--- config.mk ---
export PLATFORM = sky130hd
export DESIGN_NAME = rho_pi_engine
export DESIGN_NICKNAME = d
export VERILOG_FILES = /design/src/rtl/keccak_pkg.sv /design/src/rtl/rho_rotator.sv /design/src/rtl/rho_pi_engine.sv
export SDC_FILE = /design/constraint.sdc
export NUM_CORES = 1
export LEC_CHECK = 0
export ABC_AREA = 1
export CORE_MARGIN = 4
export CORE_UTILIZATION = 40
export DETAILED_ROUTE_END_ITERATION = 6
export MAX_ROUTING_LAYER = met4
export PLACE_DENSITY = 0.57
export SLEW_MARGIN = 30
export SYNTH_ARGS = -nofsm -noshare
export SYNTH_HDL_FRONTEND = slang
export SYNTH_HIERARCHICAL = 1
export SYNTH_SLANG_ARGS = --single-unit
--- constraint.sdc ---
create_clock -name clock -period 27.2 [get_ports clock]
set_input_delay 2.72 -clock clock [delete_from_list [all_inputs] [get_ports clock]]
set_output_delay 2.72 -clock clock [all_outputs]
set_load 0.01 [all_outputs]
--- src/rtl/keccak_pkg.sv ---
// Shared definitions for the Keccak rho/pi lane engine.
// Holds the lane count, the rho rotation-offset table, the pi destination
// mapping and the engine FSM state type.
package keccak_pkg;

    localparam int unsigned NUM_LANES = 25;

    typedef enum logic [2:0] {
        StIdle,
        StRead,
        StWait,
        StWrite,
        StFinish
    } rp_state_e;

    // Rho offset for lane index x + 5*y. Rows below are y = 0..4, columns x = 0..4.
    function automatic logic [5:0] rho_offset(input logic [4:0] lane);
        logic [5:0] r;
        case (lane)
            5'd0:  r = 6'd0;
            5'd1:  r = 6'd1;
            5'd2:  r = 6'd62;
            5'd3:  r = 6'd28;
            5'd4:  r = 6'd27;
            5'd5:  r = 6'd36;
            5'd6:  r = 6'd44;
            5'd7:  r = 6'd6;
            5'd8:  r = 6'd55;
            5'd9:  r = 6'd20;
            5'd10: r = 6'd3;
            5'd11: r = 6'd10;
            5'd12: r = 6'd43;
            5'd13: r = 6'd25;
            5'd14: r = 6'd39;
            5'd15: r = 6'd41;
            5'd16: r = 6'd45;
            5'd17: r = 6'd15;
            5'd18: r = 6'd21;
            5'd19: r = 6'd8;
            5'd20: r = 6'd18;
            5'd21: r = 6'd2;
            5'd22: r = 6'd61;
            5'd23: r = 6'd56;
            5'd24: r = 6'd14;
            default: r = 6'd0;
        endcase
        return r;
    endfunction

    // Pi moves lane (x, y) to (y, 2x + 3y mod 5); returns the destination lane index.
    function automatic logic [4:0] pi_dest(input logic [4:0] lane);
        int unsigned li;
        int unsigned x;
        int unsigned y;
        int unsigned d;
        li = 32'(lane);
        x  = li % 5;
        y  = li / 5;
        d  = y + 5 * ((2 * x + 3 * y) % 5);
        return 5'(d);
    endfunction

endpackage

--- src/rtl/rho_rotator.sv ---
// Combinational left rotator for one Keccak lane.
// Ports:
//   data    - lane value, bit 0 = LSB
//   amount  - rotation amount, taken mod LANE_W
//   rotated - data rotated left, out[(i + amount) mod LANE_W] = data[i]
module rho_rotator #(
    parameter int unsigned LANE_W = 64
) (
    input  logic [LANE_W-1:0] data,
    input  logic [5:0]        amount,
    output logic [LANE_W-1:0] rotated
);

    logic [31:0] amt_mod;

    assign amt_mod = 32'(amount) % LANE_W;

    // A right shift by LANE_W yields zero, so amount 0 returns data unchanged.
    assign rotated = (data << amt_mod) | (data >> (LANE_W - amt_mod));

endmodule

--- src/rtl/rho_pi_engine.sv ---
// Keccak rho (optionally rho+pi) engine over a 25-lane state held in external memory.
// One pass reads each lane from the source bank, rotates it by its rho offset and
// writes it back in place (pi_en = 0) or to its pi position in the destination bank.
// Ports:
//   clock, reset       - rising-edge clock, asynchronous active-high reset
//   start, pi_en       - pass request and mode, sampled together in idle only
//   mem_rdata          - read data, valid RD_LAT cycles after the mem_r cycle
//   mem_addr           - {bank, lane}; bank 0 = source, 1 = destination
//   mem_wdata          - write data, valid while mem_w = 1
//   mem_r, mem_w       - one-cycle read / write strobes per lane
//   busy, done         - pass in progress / one-cycle completion pulse
module rho_pi_engine
    import keccak_pkg::*;
#(
    parameter int unsigned LANE_W = 64,
    parameter int unsigned RD_LAT = 1
) (
    input  logic              clock,
    input  logic              reset,
    input  logic              start,
    input  logic              pi_en,
    input  logic [LANE_W-1:0] mem_rdata,
    output logic [5:0]        mem_addr,
    output logic [LANE_W-1:0] mem_wdata,
    output logic              mem_r,
    output logic              mem_w,
    output logic              busy,
    output logic              done
);

    rp_state_e         state_q, state_d;
    logic [4:0]        lane_q, lane_d;
    logic              pi_q, pi_d;
    logic [1:0]        wait_q, wait_d;
    logic [LANE_W-1:0] data_q, data_d;
    logic [LANE_W-1:0] rot_data;

    rho_rotator #(
        .LANE_W (LANE_W)
    ) u_rotator (
        .data    (data_q),
        .amount  (rho_offset(lane_q)),
        .rotated (rot_data)
    );

    always_ff @(posedge clock or posedge reset) begin
        if (reset) begin
            state_q <= StIdle;
            lane_q  <= '0;
            pi_q    <= 1'b0;
            wait_q  <= '0;
            data_q  <= '0;
        end else begin
            state_q <= state_d;
            lane_q  <= lane_d;
            pi_q    <= pi_d;
            wait_q  <= wait_d;
            data_q  <= data_d;
        end
    end

    always_comb begin
        state_d = state_q;
        lane_d  = lane_q;
        pi_d    = pi_q;
        wait_d  = wait_q;
        data_d  = data_q;
        case (state_q)
            StIdle: begin
                // Mode is latched here so pi_en is ignored for the rest of the pass.
                if (start) begin
                    state_d = StRead;
                    lane_d  = '0;
                    pi_d    = pi_en;
                end
            end
            StRead: begin
                state_d = StWait;
                wait_d  = '0;
            end
            StWait: begin
                // Read data lands in the last wait cycle; capture it on the way out.
                if (wait_q == 2'(RD_LAT - 1)) begin
                    state_d = StWrite;
                    data_d  = mem_rdata;
                end else begin
                    wait_d = wait_q + 2'd1;
                end
            end
            StWrite: begin
                if (lane_q == 5'(NUM_LANES - 1)) begin
                    state_d = StFinish;
                end else begin
                    lane_d  = lane_q + 5'd1;
                    state_d = StRead;
                end
            end
            StFinish: begin
                state_d = StIdle;
            end
            default: begin
                state_d = StIdle;
            end
        endcase
    end

    // Outputs decode the state register directly, so an asynchronous reset
    // clears them in the same cycle.
    always_comb begin
        mem_addr  = '0;
        mem_wdata = '0;
        mem_r     = 1'b0;
        mem_w     = 1'b0;
        busy      = (state_q != StIdle);
        done      = (state_q == StFinish);
        case (state_q)
            StRead: begin
                mem_r    = 1'b1;
                mem_addr = {1'b0, lane_q};
            end
            StWrite: begin
                mem_w     = 1'b1;
                mem_wdata = rot_data;
                mem_addr  = pi_q ? {1'b1, pi_dest(lane_q)} : {1'b0, lane_q};
            end
            default: begin
            end
        endcase
    end

endmodule

After elaboration in Yosys (flattened, before gate mapping)

Memory sizes are Yosys's and may differ from the RTL's.
Cells that the tools add are included.

Memories kept: 1
Register bits: 75
Bits in read-only memories: 192
Input port bits: 68
Logic and storage cells: 52

Reduce and logical (&&, ||, !) cells: 10
$mul: 2
Bitwise operators: 1
$add $sub $neg: 5
Shift operators: 2
Div/mod/pow operators: 3
Mux-type cells: 14
Equal/unequal tests: 9

Memory list:

| name            | words | bits a word | read ports | clocked after Yosys merged registers in | wr ports | RTL line         | source |
|---|---|---|---|---|---|---|---|
| (no name shown) | 32    | 6           | 1          | 0                                       | 0        | keccak_pkg.sv:19 | `case (lane)` |

Operators by type and width:

| kind                    | number |
|---|---|
| $mux W64                | 1 |
| $or A64 B64 Y64         | 1 |
| $shl A64 B6 Y64         | 1 |
| $shr A64 B32 Y64        | 1 |
| $add A32 B32 Y32        | 1 |
| $div A5 B3 Y32 const B  | 1 |
| $mod A32 B3 Y32 const B | 1 |
| $mod A5 B3 Y32 const B  | 1 |
| $mul A2 B32 Y32 const A | 1 |
| $mul A3 B32 Y5 const A  | 1 |
| $pmux W3 S4             | 1 |
| $pmux W6 S2             | 1 |
| $mux W5                 | 2 |
| $pmux W5 S2             | 1 |
| $mux W3                 | 3 |
| $ne A2 B2 Y1 const B    | 4 |
| $reduce_and A2 Y1       | 4 |
| $sub A7 B6 Y8 const A   | 1 |
| $eq A3 B2 Y1 const B    | 2 |
| $mux W6                 | 1 |
| $add A5 B1 Y5 const B   | 1 |
| $add A5 B5 Y5           | 1 |
| $eq A5 B5 Y1 const B    | 1 |
| $pmux W2 S2             | 1 |
| 10 further kinds        | 12 |

Longest topological paths before layout

Depth in word-level cells: 8
Depth in mapped cells: 86
Depth with buffers taken out: 84

Cells and area by module

Netlist, hierarchy kept.

Modules (own cells, without submodules):

| module        | cells each | area each (µm²) | instances |
|---|---|---|---|
| rho_rotator   | 1,646      | 7,586.0         | 1 |
| rho_pi_engine | 782        | 6,012.0         | 1 |

Least setup slack after synthesis

Ideal clock, no wire load.

Kind: register -> output
From: register lane_q[2]
To: output mem_addr[4]
Arrival: 9.396 ns
Required time: 24.480 ns
Path buffers: 2
Path slack: 15.084 ns
Stages on the path, launching flop included: 79
Cell sequence: dfrtp_1 inv_2 buf_6 nand2_2 o21ai_0 inv_1 ha_1 nand3_1 nand3_4 clkinv_2 nand2_4 nand2_1 and2_1 ha_1 nand2_1 nor2_2 nand3_1 nor2_1 [... 43 more ...] xor2_1 inv_1 ha_1 nand3b_1 nand4_2 inv_1 ha_1 inv_1 ha_1 ha_1 ha_1 a21o_1 a21oi_1 xnor2_1 nand3_1 nand3_1 nand2_1 nand2_1

Word-level cells in the longest chain between the ends: 8
Elaborated cells on any way between the ends: 9
Those cells by class: 2 x add/sub; 2 x mul; 3 x div; 2 x mux

RTL lines:

| item                     | RTL line             | source |
|---|---|---|
| start: declaration       | rho_pi_engine.sv:32  | `logic [4:0] lane_q, lane_d;` |
| start signal: assignment | rho_pi_engine.sv:55  | `lane_q <= lane_d;` |
| $div A5 B3 Y32           | keccak_pkg.sv:58     | `y = li / 5;` |
| $mul A2 B32 Y32          | keccak_pkg.sv:59     | `d = y + 5 * ((2 * x + 3 * y) % 5);` |
| $add A32 B32 Y32         | keccak_pkg.sv:59     |  |
| $mod A32 B3 Y32          | keccak_pkg.sv:59     |  |
| $mul A3 B32 Y5           | keccak_pkg.sv:59     |  |
| $add A5 B5 Y5 *          | keccak_pkg.sv:59     |  |
| $mux W6 *                | rho_pi_engine.sv:124 | `mem_addr = pi_q ? {1'b1, pi_dest(lane_q)} : {1'b0, lane_q};` |
| $pmux W6 S2 *            | rho_pi_engine.sv:116 | `case (state_q)` |
| end: declaration         | rho_pi_engine.sv:23  | `output logic [5:0] mem_addr,` |

Mark *: on every way between the ends. The rest lies on a longest branch, timed or not.

Worst setup path after layout

From: register lane_q[4]
To: output mem_addr[4]

Word-level cells in the longest chain between the ends: 8
Elaborated cells on any way between the ends: 9
Those cells by class: 2 x add/sub; 2 x mul; 3 x div; 2 x mux

RTL lines:

| item             | RTL line |
|---|---|
| $div A5 B3 Y32   | keccak_pkg.sv:58 |
| $mul A2 B32 Y32  | keccak_pkg.sv:59 |
| $add A32 B32 Y32 | keccak_pkg.sv:59 |
| $mod A32 B3 Y32  | keccak_pkg.sv:59 |
| $mul A3 B32 Y5   | keccak_pkg.sv:59 |
| $add A5 B5 Y5    | keccak_pkg.sv:59 |
| $mux W6          | rho_pi_engine.sv:124 |
| $pmux W6 S2 *    | rho_pi_engine.sv:116 |

Marks and branches as above.

==> flow_metrics.tcl <==
set metrics [dict create \
    finalHoldViolCount 0 \
    wl_met1_um 25500 \
    ys_top_cells_by_count "nand3_1, nand2_1, inv_1, nor2_1, dfrtp_1" \
    syn_inst 2428 \
    initial_utilization_pct 40.6 \
    fmax_mhz 68.8 \
    cts_buffers 9 \
    antenna_found_initial 0 \
    arrival_ns 11.81 \
    grt_setup_unrepaired "false" \
    dp.cells 2887 \
    clock_skew_ns 0.0110 \
    crit_path_max_fanout 14 \
    first_iter_violations 2455 \
    synth_area_per_cell_um2 5.60 \
    synth_nets 2528 \
    min_period_ns 14.53 \
    die_x_um 192 \
    io_buffer_count 141 \
    grt_max_degree 76 \
    path_class "reg2out" \
    drv_cap 0 \
    hold_class "reg2reg" \
    fin_crit_sh_pct 53.4 \
    async_flop_share_pct 100 \
    slew_viol_final 0 \
    yosysWarnings 6 \
    cts.repair.resized 0 \
    status "finished with violations" \
    syn-cell-area_um2 13600 \
    clk_latency_ns 0.38 \
    top_layer "met4" \
    post-route-util_pct 45.8 \
    synth_cell_types 53 \
    coreArea_um2 33500 \
    wl_per_cell_um 21.8 \
    first_global_vias 16600 \
    final_nets 2550 \
    wl_met2_um 29000 \
    grt_pass1_wl_um 96400 \
    grt_util_all_layers_pct 34.5 \
    slew_headroom_pct 41.9 \
    root_buffer "clkbuf_16" \
    cp_slowest_cell "dfrtp_1" \
    postCtsHoldBufs 0 \
    synth_adder_area_share_pct 3.11 \
    fin_cells 2903 \
    hold-worst-slack_ns 0.504 \
    gp_congestion 1.03 \
    yosysTopAreaCell "nand3_1" \
    end_kind "primary output" \
    required_ns 24.48 \
    routed_wl_um 63400 \
    first_pass_iters 7 \
    die_area_um2 37000 \
    synthMuxAreaShare_pct 5.37 \
    synth_top_area_share_pct 34.5 \
    worst_setup_path_start_kind "flip-flop" \
    critical_path_buf_inv_count 13 \
    yosysMostFrequentCell "nand3_1" \
    wl_met3_um 6090 \
    path_clk_slew_ns 0.07 \
    synth-edff-count 0 \
    synth_compound_area_share_pct 3.49 \
    avgViaCountPerCell 6.14 \
    tns_ns 0 \
    via_count 17800 \
    rows 67 \
    die_height_um 192 \
    grt_overflow 0 \
    drc 1 \
    cpPeakStageDelay_ns 0.69 \
    post_cts_buffers 0 \
    ys_ff_latch 75 \
    syn_to_final_growth_pct 12.9 \
    cts_max_level 3 \
    clockBufferDepth 2 \
    violations "design-rule violations" \
    yosys.area_share.xor_xnor_pct 1.01 \
    path_delay_family "simple AND/OR/NAND/NOR gates" \
    yosys.area_share.simple_pct 63.0 \
    setup_viol 0 \
    route.antenna.remaining_nets 0 \
    synth_flop_cell "dfrtp_1" \
    drive_gt1_share_pct 9.08 \
    dp_hpwl_um 47600 \
    cts_num_sinks 75 \
    cts_tree "done" \
    insertedDiodeCount 0 \
    ys_seq_area_share_pct 13.8 \
    synth_top_family_by_area "simple AND/OR/NAND/NOR gates" \
    synthTopCellsByArea "nand3_1, nand2_1, dfrtp_1" \
    io_pins 142 \
    worstMarginPinSlew_ns 0.871 \
]
## per-stage QoR
stage | area, um2 | setup WS [ns]
after floorplan | 13600 | 15.08
after global placement | 15000 | 13.42
after detailed placement | 15000 | 13.10
after CTS | 15400 | 12.64
after global routing | 15400 | 11.64
final | 15400 | 12.67
## metal layers
layer | global-route usage [%] | vias up
met3 | 5.37 | 164
met2 | 54.1 | 1039
li1 | - | 8266
met4 | 14.2 | 0
met1 | 44.6 | 8351
met5 | - | -
## logic make-up (layout without fill, tap and decap cells)
kind of cell    count (synthesis)  in the layout
flops                          75             75
buf+inv                       324            351
mux                            65             65
fa+ha+maj                      32             32
xor+xnor                       14             14
compound gates                 83             83
simple gates                 1835           1835
## layout by cell type (no fill, tap or decap), drive strengths merged, types with 5 or more instances in the layout
cell type / synthesis / layout
nor3: 5 / 5
clkbuf: 67 / 10
nand3: 949 / 949
a21oi: 25 / 25
dfrtp: 75 / 75
xor2: 9 / 9
inv: 165 / 164
clkdlybuf4s50: 0 / 141
o21ai: 45 / 45
nand3b: 6 / 6
nand4: 34 / 34
ha: 29 / 29
buf: 89 / 26
mux2: 64 / 64
clkinv: 3 / 7
nand2: 708 / 708
nor2: 128 / 128
xnor2: 5 / 5
## state kept, by name (all words and copies together), names as in the netlist
signal / count
pi_q: 1
lane_q: 5
state_q: 3
wait_q: 2
data_q: 64
## final timing paths
| kind | from | endpoint | depth (start not counted) | slack (ns) |
|---|---|---|---|---|
| worst max-delay path | lane_q[4]$_DFFE_PP0P_ | mem_addr[4] | 76 | 12.67 |
| worst min-delay path | wait_q[0]$_DFFE_PP0P_ | wait_q[0]$_DFFE_PP0P_ | 1 | 0.50 |
| worst max register to register | lane_q[1]$_DFFE_PP0P_ | lane_q[4]$_DFFE_PP0P_ | 10 | 24.48 |
| worst min register to register | wait_q[0]$_DFFE_PP0P_ | wait_q[0]$_DFFE_PP0P_ | 1 | 0.50 |
| max in group asynchronous | reset | data_q[3]$_DFFE_PP0P_ | 3 | 23.86 |
| min in group asynchronous | reset | data_q[41]$_DFFE_PP0P_ | 3 | 2.85 |
## cell type report
| type | instances | area, um2 |
|---|---|---|
| fillers | 3763 | 18200 |
| flip-flops and latches | 75 | 1880 |
| well taps | 448 | 561 |
| repair buffers | 167 | 1610 |
| inverters | 168 | 636 |
| multi-input cells | 2029 | 10400 |
| clock buffers | 10 | 229 |
| clock inverters | 6 | 73.8 |
Power is not shown: default switching activity piles up to over one toggle a cycle in this logic, so the estimate is an artifact.
